### config.mk
export PLATFORM = sky130hd
export DESIGN_NAME = uart_cmd_parser
export DESIGN_NICKNAME = d
export VERILOG_FILES = /design/src/rtl/uart_cmd_pkg.sv /design/src/rtl/cmd_timeout.sv /design/src/rtl/uart_cmd_parser.sv
export SDC_FILE = /design/constraint.sdc
export NUM_CORES = 1
export LEC_CHECK = 0
export BUFFER_PORTS_ARGS = -buffer_cell sky130_fd_sc_hd__buf_2
export CORE_MARGIN = 10
export CORE_UTILIZATION = 48
export DETAILED_ROUTE_END_ITERATION = 8
export GPL_TIMING_DRIVEN = 0
export PLACE_DENSITY = 0.74
export SYNTH_ARGS = -nofsm -noshare
export SYNTH_HDL_FRONTEND = slang
export SYNTH_HIERARCHICAL = 1
export SYNTH_SLANG_ARGS = --single-unit
### constraint.sdc
create_clock -name clk -period 2.25 [get_ports clk]
set_input_delay 0.45 -clock clk [delete_from_list [all_inputs] [get_ports clk]]
set_output_delay 0.45 -clock clk [all_outputs]
set_load 0.05 [all_outputs]
### src/rtl/uart_cmd_pkg.sv
// ----------------------------------------------------------------------------
// uart_cmd_pkg
//   Shared definitions for the UART laser-command parser: the default frame
//   start marker, the parser state encoding and the command codes understood
//   by the galvo/laser control logic downstream.
// ----------------------------------------------------------------------------
package uart_cmd_pkg;

    // Default frame start marker.
    localparam logic [7:0] SYNC_BYTE_DEFAULT = 8'hA5;

    // Parser states. ST_CHK is only reachable when the checksum byte is
    // enabled (UART_CMD_PARSER_CHECKSUM_EN).
    typedef enum logic [2:0] {
        ST_IDLE = 3'd0,
        ST_CMD  = 3'd1,
        ST_DHI  = 3'd2,
        ST_DLO  = 3'd3,
        ST_CHK  = 3'd4
    } state_t;

    // Command codes carried in the CMD byte.
    localparam logic [7:0] CMD_NOP   = 8'h00;
    localparam logic [7:0] CMD_LASER = 8'h01;
    localparam logic [7:0] CMD_X     = 8'h10;
    localparam logic [7:0] CMD_Y     = 8'h11;

endpackage : uart_cmd_pkg

### src/rtl/cmd_timeout.sv
// ----------------------------------------------------------------------------
// cmd_timeout
//   Inter-byte timeout counter for the command parser. Counts enabled cycles
//   since the last clear and saturates at TIMEOUT_CYCLES-1 (never wraps).
//
// Ports
//   clk      in   1  system clock
//   rst_n    in   1  asynchronous active-low reset
//   clear    in   1  synchronous clear (takes priority over enable)
//   enable   in   1  count this cycle
//   expired  out  1  counter has reached TIMEOUT_CYCLES-1
// ----------------------------------------------------------------------------
module cmd_timeout #(
    parameter int TIMEOUT_CYCLES = 120000
) (
    input  logic clk,
    input  logic rst_n,
    input  logic clear,
    input  logic enable,
    output logic expired
);

    localparam int CNT_W = (TIMEOUT_CYCLES > 2) ? $clog2(TIMEOUT_CYCLES) : 1;
    localparam logic [CNT_W-1:0] CNT_MAX = CNT_W'(TIMEOUT_CYCLES - 1);

    logic [CNT_W-1:0] count;

    assign expired = (count == CNT_MAX);

    // NOTE: sequential state is written with non-blocking assignments only,
    // so every register samples the pre-edge value of every other register.
    always_ff @(posedge clk or negedge rst_n) begin
        if (!rst_n) begin
            count <= '0;
        end else if (clear) begin
            count <= '0;
        end else if (enable && !expired) begin
            count <= count + 1'b1;
        end
    end

endmodule : cmd_timeout

### src/rtl/uart_cmd_parser.sv
// ----------------------------------------------------------------------------
// uart_cmd_parser
//   Frames the byte stream from the UART receiver into fixed-length
//   laser-control commands and emits one validated {cmd, data} word per frame.
//   Malformed frames (inter-byte timeout, and bad checksum when enabled) are
//   discarded with a one-cycle frame_err pulse.
//
//   Frame: SYNC, CMD, DATA_HI, DATA_LO [, CHK]
//   Build option: define UART_CMD_PARSER_CHECKSUM_EN to add the trailing CHK
//   byte (CMD ^ DATA_HI ^ DATA_LO). Without it the frame is 4 bytes long.
//
// Ports
//   clk        in   1   system clock
//   rst_n      in   1   asynchronous active-low reset
//   rx_byte    in   8   byte from UART receiver, stable while rx_latch high
//   rx_latch   in   1   receiver byte-ready level (may stay high many cycles)
//   cmd        out  8   command code of last good frame
//   data       out  16  payload of last good frame, {DATA_HI, DATA_LO}
//   cmd_valid  out  1   one-cycle pulse: cmd/data updated this cycle
//   frame_err  out  1   one-cycle pulse: frame discarded
//   busy       out  1   high while a frame is in progress
// ----------------------------------------------------------------------------
module uart_cmd_parser
    import uart_cmd_pkg::*;
#(
    parameter int         TIMEOUT_CYCLES = 120000,
    parameter logic [7:0] SYNC_BYTE      = SYNC_BYTE_DEFAULT
) (
    input  logic        clk,
    input  logic        rst_n,
    input  logic [7:0]  rx_byte,
    input  logic        rx_latch,
    output logic [7:0]  cmd,
    output logic [15:0] data,
    output logic        cmd_valid,
    output logic        frame_err,
    output logic        busy
);

    state_t     state;
    logic       rx_latch_q;
    logic       byte_stb;
    logic       to_expired;
    logic       timed_out;
    logic [7:0] cmd_q;
    logic [7:0] dhi_q;
`ifdef UART_CMD_PARSER_CHECKSUM_EN
    logic [7:0] dlo_q;
    logic [7:0] csum;
`endif

    // ------------------------------------------------------------------
    // Byte strobe: rising edge of the receiver's latch level.
    // ------------------------------------------------------------------
    assign byte_stb = rx_latch & ~rx_latch_q;

    // History resets to 1 so a latch already high when reset is released
    // is treated as stale and not consumed as a new byte.
    always_ff @(posedge clk or negedge rst_n) begin
        if (!rst_n) begin
            rx_latch_q <= 1'b1;
        end else begin
            rx_latch_q <= rx_latch;
        end
    end

    // ------------------------------------------------------------------
    // Inter-byte timeout: idle in IDLE, restarted by every consumed byte.
    // ------------------------------------------------------------------
    cmd_timeout #(
        .TIMEOUT_CYCLES (TIMEOUT_CYCLES)
    ) u_timeout (
        .clk     (clk),
        .rst_n   (rst_n),
        .clear   (byte_stb | (state == ST_IDLE)),
        .enable  (state != ST_IDLE),
        .expired (to_expired)
    );

    assign timed_out = to_expired & (state != ST_IDLE);
    assign busy      = (state != ST_IDLE);

    // ------------------------------------------------------------------
    // Frame FSM with registered outputs. A consumed byte always takes
    // priority over a timeout in the same cycle, which also guarantees that
    // cmd_valid and frame_err are never raised together.
    // ------------------------------------------------------------------
    always_ff @(posedge clk or negedge rst_n) begin
        if (!rst_n) begin
            state     <= ST_IDLE;
            cmd       <= '0;
            data      <= '0;
            cmd_valid <= 1'b0;
            frame_err <= 1'b0;
            cmd_q     <= '0;
            dhi_q     <= '0;
`ifdef UART_CMD_PARSER_CHECKSUM_EN
            dlo_q     <= '0;
`endif
        end else begin
            cmd_valid <= 1'b0;
            frame_err <= 1'b0;

            if (byte_stb) begin
                case (state)
                    // Anything but the marker is dropped silently.
                    ST_IDLE: begin
                        if (rx_byte == SYNC_BYTE) begin
                            state <= ST_CMD;
                        end
                    end
                    // Payload bytes are taken verbatim, even if equal to the
                    // marker: there is no resynchronisation mid-frame.
                    ST_CMD: begin
                        cmd_q <= rx_byte;
                        state <= ST_DHI;
                    end
                    ST_DHI: begin
                        dhi_q <= rx_byte;
                        state <= ST_DLO;
                    end
                    ST_DLO: begin
`ifdef UART_CMD_PARSER_CHECKSUM_EN
                        dlo_q <= rx_byte;
                        state <= ST_CHK;
`else
                        cmd       <= cmd_q;
                        data      <= {dhi_q, rx_byte};
                        cmd_valid <= 1'b1;
                        state     <= ST_IDLE;
`endif
                    end
`ifdef UART_CMD_PARSER_CHECKSUM_EN
                    ST_CHK: begin
                        if (rx_byte == csum) begin
                            cmd       <= cmd_q;
                            data      <= {dhi_q, dlo_q};
                            cmd_valid <= 1'b1;
                        end else begin
                            frame_err <= 1'b1;
                        end
                        state <= ST_IDLE;
                    end
`endif
                    default: begin
                        state <= ST_IDLE;
                    end
                endcase
            end else if (timed_out) begin
                // Partial frame is abandoned; the next SYNC starts afresh.
                frame_err <= 1'b1;
                state     <= ST_IDLE;
            end
        end
    end

`ifdef UART_CMD_PARSER_CHECKSUM_EN
    // ------------------------------------------------------------------
    // Running XOR of CMD, DATA_HI and DATA_LO; cleared while idle.
    // ------------------------------------------------------------------
    always_ff @(posedge clk or negedge rst_n) begin
        if (!rst_n) begin
            csum <= '0;
        end else if (state == ST_IDLE) begin
            csum <= '0;
        end else if (byte_stb &&
                     (state == ST_CMD || state == ST_DHI || state == ST_DLO)) begin
            csum <= csum ^ rx_byte;
        end
    end
`endif

endmodule : uart_cmd_parser

==> results of run 1 <==
-- state kept, by name, summed over array words and instances, names as in the netlist --
register and flops:
cmd_valid 1, dhi_q 8, cmd 8, u_timeout/count 17, state 2, cmd_q 8, frame_err 1, data 16
rx_latch_q 1
-- worst max-delay path by stage --
| stage | from | to | slack, ns | cells past startpoint |
|---|---|---|---|---|
| global placement | state[0] | u_timeout/count[16] | 0.08 | 8 |
| detailed placement | state[0] | u_timeout/count[16] | -0.02 | 8 |
| floorplan | state[0] | u_timeout/count[16] | 0.16 | 8 |
| global route | u_timeout/count[8] | state[1] | 0.006 | 5 |
| CTS | state[0] | u_timeout/count[13] | 0.06 | 8 |
| finish | u_timeout/count[8] | state[1] | 0.12 | 5 |
-- repair_timing --
action | CTS | global route
setup endpoints to repair | 1 | 5
hold endpoints to repair | 0 | 0
resized for setup | 1 | 1
-- report_power, final --
group	switching (mW)	leakage, nW	internal [mW]
Sequential	0.214	0.794	1.51
Combinational	1.23	0.715	0.657
Clock	0.435	0.120	0.769
Total	1.87	1.63	2.93
-- logic make-up (layout without fill, tap and decap cells) --
| family | after synthesis | in the layout | synth area share, % |
|---|---|---|---|
| muxes | 41 | 41 | 18.86 |
| AOI/OAI and AO/OA | 23 | 23 | 4.392 |
| adders and majority gates | 5 | 5 | 2.218 |
| buffers and inverters | 14 | 65 | 3.327 |
| xor gates and xnor gates | 5 | 5 | 1.553 |
| DFF | 62 | 62 | 55.06 |
| and+or+nand+nor | 62 | 62 | 14.60 |
-- cell type report --
type | instances | area (um2) | area share [%]
Multi-Input combinational cell | 136 | 1180 | 35.24
Clock buffer | 11 | 141.4 | 4.223
Tap cell | 72 | 90.09 | 2.691
Timing Repair Buffer | 37 | 187.7 | 5.605
Clock inverter | 5 | 106.4 | 3.176
Inverter | 5 | 22.52 | 0.6726
Sequential cell | 62 | 1553 | 46.38
Buffer | 7 | 67.56 | 2.018
-- worst register-to-register path: stages, from the launching register on --
cell and delay [ns]:
sky130_fd_sc_hd__dfrtp_1 0.45, sky130_fd_sc_hd__or4b_4 0.59, sky130_fd_sc_hd__nor4_4 0.56, sky130_fd_sc_hd__nand2b_1 0.14
sky130_fd_sc_hd__a31oi_1 0.19, sky130_fd_sc_hd__mux2i_1 0.09
-- layer usage --
metal  wire, um  global-route usage, %  share of wire [%]
met5          0                      0                  0
met4         81                  5.750                1.5
met3        218                  3.194                4.0
met2       2623                  18.87                 48
met1       2525                  15.28                 46
-- placed cells by master, fill, tap and decap left out, drive strengths merged, types with 2 or more instances in the layout --
master	instances
and3	3
or3	6
nand4b	2
a21oi	12
clkbuf	13
nor2b	2
dfrtp	61
bufinv	3
and4	3
clkinvlp	2
a31oi	2
nor4bb	2
nand3	5
ha	5
inv	4
o21ai	7
nor2	10
mux2	40
xor2	5
nand4	7
buf	42
nand2	9
nor3	5
-- stage by stage --
stage	power, mW	setup TNS, ns
final	4.806	0
after global routing	5.054	0
after CTS	4.862	0
after detailed placement	3.653	-0.01555
after global placement	3.591	0
after floorplan	3.198	0
==> insert_results.sql, run 1 <==
INSERT INTO impl_metrics (metric_group, metric, value, unit) VALUES
('cells_and_area', 'fill_cells', '465', ''),
('timing', 'tightest_slew', '0.7561', 'ns'),
('drt', 'first_iter_violations', '76', ''),
('worst_setup_path', 'critPathArrivalTime', '2.34', 'ns'),
('timing', 'max_clock_freq', '468.6', 'MHz'),
('timing', 'hold_viol', '0', ''),
('floorplan', 'die_height', '96.65', 'um'),
('logic_synthesis', 'syn_area', '2820', 'um2'),
('floorplan', 'placeable_core_area', '5608', 'um2'),
('timing', 'hold-worst-slack', '0.1809', 'ns'),
('timing', 'setup_viol_count_final', '0', ''),
('logic_synthesis', 'synth_flop_cell', 'sky130_fd_sc_hd__dfrtp_1', ''),
('drt', 'route.detailed.vias_per_inst', '5.400', ''),
('drt', 'drt-wirelength-per-cell', '16.27', 'um'),
('worst_setup_path', 'timing.critical_path.slowest_stage_cell', 'sky130_fd_sc_hd__or4b_4', ''),
('floorplan', 'start_util', '50.29', '%'),
('worst_setup_path', 'setup.worst_path.end_class', 'flip-flop', ''),
('floorplan', 'std_cell_rows', '27', ''),
('worst_setup_path', 'r2r_slack', '0.12', 'ns'),
('logic_synthesis', 'yosys_warnings', '6', ''),
('flow_run', 'drv_cap', '0', ''),
('worst_setup_path', 'path_cells', 'or4b_4 -> nor4_4 -> nand2b_1 -> a31oi_1 -> mux2i_1', ''),
('grt', 'number_of_antenna_violations_at_the_first_check_in_global_routing', '0', ''),
('logic_synthesis', 'synth_edf_count', '0', ''),
('clock_tree', 'path_clk_slew', '0.08', 'ns'),
('clock_tree', 'cts.htree.levels', '3', ''),
('power_and_ir_drop', 'pwr_density_cell', '1435', 'nW/um2'),
('worst_setup_path', 'worstReg2RegEnd', 'state[1]', ''),
('cells_and_area', 'antenna_cells_inserted', '0', ''),
('logic_synthesis', 'synth-seq-cells', '62', ''),
('clock_tree', 'postCtsSetupBuffers', '0', ''),
('worst_setup_path', 'cpLargestDelayFamily', 'simple AND/OR/NAND/NOR gates', ''),
('timing', 'clock-skew-final', '0.007423', 'ns'),
('logic_synthesis', 'yosys.area.top_type_share', '54.13', '%'),
('logic_synthesis', 'postSynth.asyncResetShare', '100.0', '%'),
('drt', 'number_of_search_and_repair_iterations_in_the_first_detailed_routing_pass', '4', ''),
('logic_synthesis', 'synth_area_per_cell', '13.30', 'um2'),
('logic_synthesis', 'synth_fp_nets', '228', ''),
('cells_and_area', 'area.growth.synth_to_final', '18.72', '%'),
('place', 'quantity_of_i_o_buffers_inserted_on_ports', '37', ''),
('worst_setup_path', 'worstReg2RegStart', 'u_timeout/count[8]', ''),
('place', 'final_weighted_congestion_of_routability_driven_global_placement', '0.8222', ''),
('timing', 'worst_slack', '0.1161', 'ns'),
('grt', 'gr-total-overflow', '0', ''),
('cells_and_area', 'design_area', '3348', 'um2'),
('logic_synthesis', 'dominant_cells_by_area_after_synthesis', 'sky130_fd_sc_hd__dfrtp_1, sky130_fd_sc_hd__mux2_4, sky130_fd_sc_hd__mux2_2', ''),
('logic_synthesis', 'synth.top_cells.by_count', 'sky130_fd_sc_hd__dfrtp_1, sky130_fd_sc_hd__mux2_2, sky130_fd_sc_hd__mux2_4', ''),
('grt', 'global_route.usage.total', '12.13', '%'),
('timing', 'maxSlewViolCount', '0', ''),
('logic_synthesis', 'synth_top_area_cell', 'sky130_fd_sc_hd__dfrtp_1', ''),
('floorplan', 'dieWidth', '96.65', 'um'),
('cells_and_area', 'layout_cells_sized_above_1', '40.68', '%'),
('logic_synthesis', 'synth_sequential_area_ratio', '55.06', '%'),
('drt', 'routed-via-count', '1809', ''),
('clock_tree', 'clock-root-buffer', 'sky130_fd_sc_hd__clkbuf_8', ''),
('logic_synthesis', 'synthCells', '212', ''),
('drt', 'detail_route.wirelength', '5.449', 'mm'),
('cells_and_area', 'layout.nets', '274', ''),
('timing', 'setup_repair_after_global_routing_missed_its_margin', 'false', ''),
('worst_setup_path', 'worst-endpoint-required', '2.45', 'ns'),
('grt', 'pin_count_of_the_biggest_net_entering_global_routing', '63', ''),
('run_status', 'run_status', 'completed', ''),
('worst_setup_path', 'cp_slowest_stage_delay', '0.58', 'ns'),
('floorplan', 'io-pin-count', '38', ''),
('timing', 'max_slew_margin', '49.59', '%'),
('drt', 'drcViolationCount', '0', ''),
('worst_setup_path', 'critical_path.max_fanout', '10', ''),
('place', 'hpwlAfterDp', '3.825', 'mm'),
('worst_setup_path', 'ff2ff_path_depth', '5', ''),
('clock_tree', 'clk_latency', '0.33', 'ns'),
('clock_tree', 'hold_buffers_post_cts', '0', '');
No activity file was read; power rests on OpenSTA's default activity.
==> run 2, diff against run 1 <==
Settings changed: RECOVER_POWER set to 25.
Clock period 2.25 ns to 2.65 ns, I/O delays scaled along.
==> run 2 against run 1 <==
Against the previous run: the run now ends with capacitance limit left; largest cell class unchanged; critical endpoint is now u_timeout/count[16]; worst hold slack improved by 0.14 ns; total power decreased by 21%; first-iteration DRC count decreased by 43%; highest routed layer unchanged; non-clock buffer count increased by 2; largest power group unchanged; routed wire length decreased by 0.39%.
==> insert_results.sql, run 2 (synthesis gave the netlist of run 1 again) <==
INSERT INTO impl_metrics (metric_group, metric, value, unit) VALUES
('clock_tree', 'cts_repair_resize_count', '0', ''),
('drt', 'met3RoutedLength', '247', 'um'),
('cells_and_area', 'regMostFlops', 'u_timeout/count', ''),
('floorplan', 'start_util', '50.29', '%'),
('min_path', 'hold-path-cell-count', '1', ''),
('floorplan', 'std_cell_rows', '27', ''),
('power_and_ir_drop', 'static-leakage-power', '1.597', 'nW'),
('cells_and_area', 'antenna_cells_inserted', '0', ''),
('worst_setup_path', 'ff2ff_path_depth', '8', ''),
('cells_and_area', 'fill_cells', '485', ''),
('run_status', 'violations', 'capacitance limit', ''),
('place', 'final_weighted_congestion_of_routability_driven_global_placement', '0.8297', ''),
('worst_setup_path', 'critical_path.max_fanout', '9', ''),
('clock_tree', 'clock_tree_from_tritoncts', 'built', ''),
('clock_tree', 'tritoncts.num_buffers', '9', ''),
('clock_tree', 'path_clk_slew', '0.07', 'ns'),
('timing', 'finalCritPeriodShare', '86.70', '%'),
('timing', 'clock-skew-final', '0.007855', 'ns'),
('worst_setup_path', 'type_of_element_launching_the_critical_path', 'flip-flop', ''),
('drt', 'met2WireLength', '2.539', 'mm'),
('worst_setup_path', 'path_class', 'reg -> reg', ''),
('timing', 'max_slew_margin', '0.5328', '%'),
('power_and_ir_drop', 'power_frac_clock', '19.5', '%'),
('clock_tree', 'cts_num_sinks', '62', ''),
('power_and_ir_drop', 'pwr_density_cell', '1158', 'nW/um2'),
('timing', 'tightest_slew', '1.492', 'ns'),
('drt', 'number_of_search_and_repair_iterations_in_the_first_detailed_routing_pass', '4', ''),
('run_status', 'run_status', 'finished with violations', ''),
('timing', 'max_clock_freq', '435.2', 'MHz'),
('power_and_ir_drop', 'ir_drop', '0.0007990', 'V'),
('place', 'hpwlAfterDp', '3.794', 'mm'),
('power_and_ir_drop', 'share_seq_of_total_power', '38.5', '%'),
('power_and_ir_drop', 'p_sw_share', '41.48', '%'),
('power_and_ir_drop', 'power.share.combinational', '41.9', '%'),
('cells_and_area', 'layout_common_cells', 'sky130_fd_sc_hd__dfrtp_1, sky130_fd_sc_hd__buf_2, sky130_fd_sc_hd__mux2_2', ''),
('grt', 'first_global_vias', '1813', ''),
('power_and_ir_drop', 'net-switching-power', '1.571', 'mW'),
('cells_and_area', 'largest_register_ffs', '17', ''),
('timing', 'setup_viol_count_final', '0', ''),
('grt', 'global_route.usage.total', '11.94', '%'),
('floorplan', 'placeable_core_area', '5608', 'um2'),
('flow_run', 'drv_cap', '1', ''),
('drt', 'ant_nets', '0', ''),
('timing', 'hold_viol', '0', ''),
('timing', 'tns', '0', 'ns'),
('drt', 'route.detailed.vias_per_inst', '5.336', ''),
('drt', 'met1_length', '2.583', 'mm'),
('power_and_ir_drop', 'p_int', '2.216', 'mW'),
('floorplan', 'die-area', '9341', 'um2'),
('timing', 'hold-worst-slack', '0.3201', 'ns'),
('worst_setup_path', 'worst-endpoint-required', '2.91', 'ns'),
('clock_tree', 'clockBufferDepth', '2', ''),
('drt', 'detail_route.wirelength', '5.428', 'mm'),
('floorplan', 'die_height', '96.65', 'um'),
('worst_setup_path', 'critPathArrivalTime', '2.55', 'ns'),
('floorplan', 'io-pin-count', '38', ''),
('clock_tree', 'postCtsSetupBuffers', '0', ''),
('timing', 'time_the_final_worst_path_needs_with_i_o_delays_and_setup', '2.298', 'ns'),
('drt', 'drcViolationCount', '0', ''),
('drt', 'first_iter_violations', '43', ''),
('cells_and_area', 'layout.nets', '276', ''),
('drt', 'highest_layer', 'met4', ''),
('place', 'quantity_of_i_o_buffers_inserted_on_ports', '37', ''),
('cells_and_area', 'layout_cells_sized_above_1', '38.64', '%'),
('clock_tree', 'cts.htree.levels', '3', ''),
('drt', 'drt-wirelength-per-cell', '16.15', 'um'),
('cells_and_area', 'top_regs', 'u_timeout/count x17, data x16', ''),
('grt', 'gr-total-overflow', '0', ''),
('cells_and_area', 'area.growth.synth_to_final', '15.93', '%'),
('clock_tree', 'clock-root-buffer', 'sky130_fd_sc_hd__clkbuf_8', ''),
('clock_tree', 'hold_buffers_post_cts', '0', ''),
('grt', 'first_pass_grt_wire_length', '9.246', 'mm'),
('cells_and_area', 'layout_commonest_cell', 'sky130_fd_sc_hd__dfrtp_1', ''),
('clock_tree', 'clk_latency', '0.33', 'ns'),
('worst_setup_path', 'setup.worst_path.end_class', 'flip-flop', ''),
('floorplan', 'dieWidth', '96.65', 'um'),
('min_path', 'holdCritPathClass', 'in -> reg', ''),
('grt', 'pin_count_of_the_biggest_net_entering_global_routing', '63', ''),
('timing', 'maxSlewViolCount', '0', ''),
('grt', 'number_of_antenna_violations_at_the_first_check_in_global_routing', '0', ''),
('timing', 'setup_repair_after_global_routing_missed_its_margin', 'false', ''),
('drt', 'routed-via-count', '1793', '');
==> run 2: worst paths after layout <==
path	endpoint	from	slack, ns
worst max-delay path	u_timeout/count[16]	state[0]	0.35
worst min-delay path	rx_latch_q	rx_latch	0.32
worst max register to register	u_timeout/count[16]	state[0]	0.35
worst min register to register	data[9]	dhi_q[1]	0.49
max in group asynchronous	u_timeout/count[9]	rst_n	1.20
min in group asynchronous	data[6]	rst_n	0.56
==> run 2: worst max-delay path, stage by stage, from the launching register on <==
cell and delay [ns]:
sky130_fd_sc_hd__dfrtp_1 0.40, sky130_fd_sc_hd__inv_1 0.09, sky130_fd_sc_hd__ha_1 0.22, sky130_fd_sc_hd__inv_1 0.21
sky130_fd_sc_hd__and3_1 0.19, sky130_fd_sc_hd__clkbuf_1 0.23, sky130_fd_sc_hd__nand3_1 0.27, sky130_fd_sc_hd__or4_1 0.46
sky130_fd_sc_hd__a21oi_1 0.16
==> run 2: layout make-up <==
cell class	count	area (um2)	area share, %
Buffer	9	75.07	2.296
Clock buffer	12	155.1	4.746
Clock inverter	3	20.02	0.6123
Inverter	5	18.77	0.5741
Multi-Input combinational cell	136	1174	35.90
Sequential cell	62	1553	47.49
Tap cell	72	90.09	2.755
Timing Repair Buffer	37	183.9	5.626
==> run 2: power groups by stage <==
stage | Clock, mW | Sequential (mW) | Combinational [mW]
final | 0.739 | 1.46 | 1.59
after global routing | 0.808 | 1.51 | 1.69
after CTS | 0.765 | 1.46 | 1.61
after detailed placement | 0 | 1.48 | 1.61
after global placement | 0 | 1.46 | 1.58
after floorplan | 0 | 2.08 | 0.625
==> run 2: metrics by stage <==
stage / setup WS (ns) / util, % / total power [mW] / area (um2) / cells
after floorplan: 0.3899 / - / 2.706 / 2820 / 212
after global placement: 0.4442 / 55.20 / 3.038 / 3095 / 321
after detailed placement: 0.3808 / 55.20 / 3.094 / 3095 / 321
after CTS: 0.3564 / 58.32 / 3.844 / 3271 / 336
after global routing: 0.1326 / 58.30 / 4.003 / 3269 / 336
final: 0.3524 / 58.30 / 3.787 / 3269 / 336
==> run 2: metal layers <==
metal | up-vias | GRT usage (%)
li1 | 865 | -
met1 | 879 | 15.04
met2 | 42 | 18.15
met3 | 7 | 3.407
met4 | 0 | 6.088
met5 | - | 0
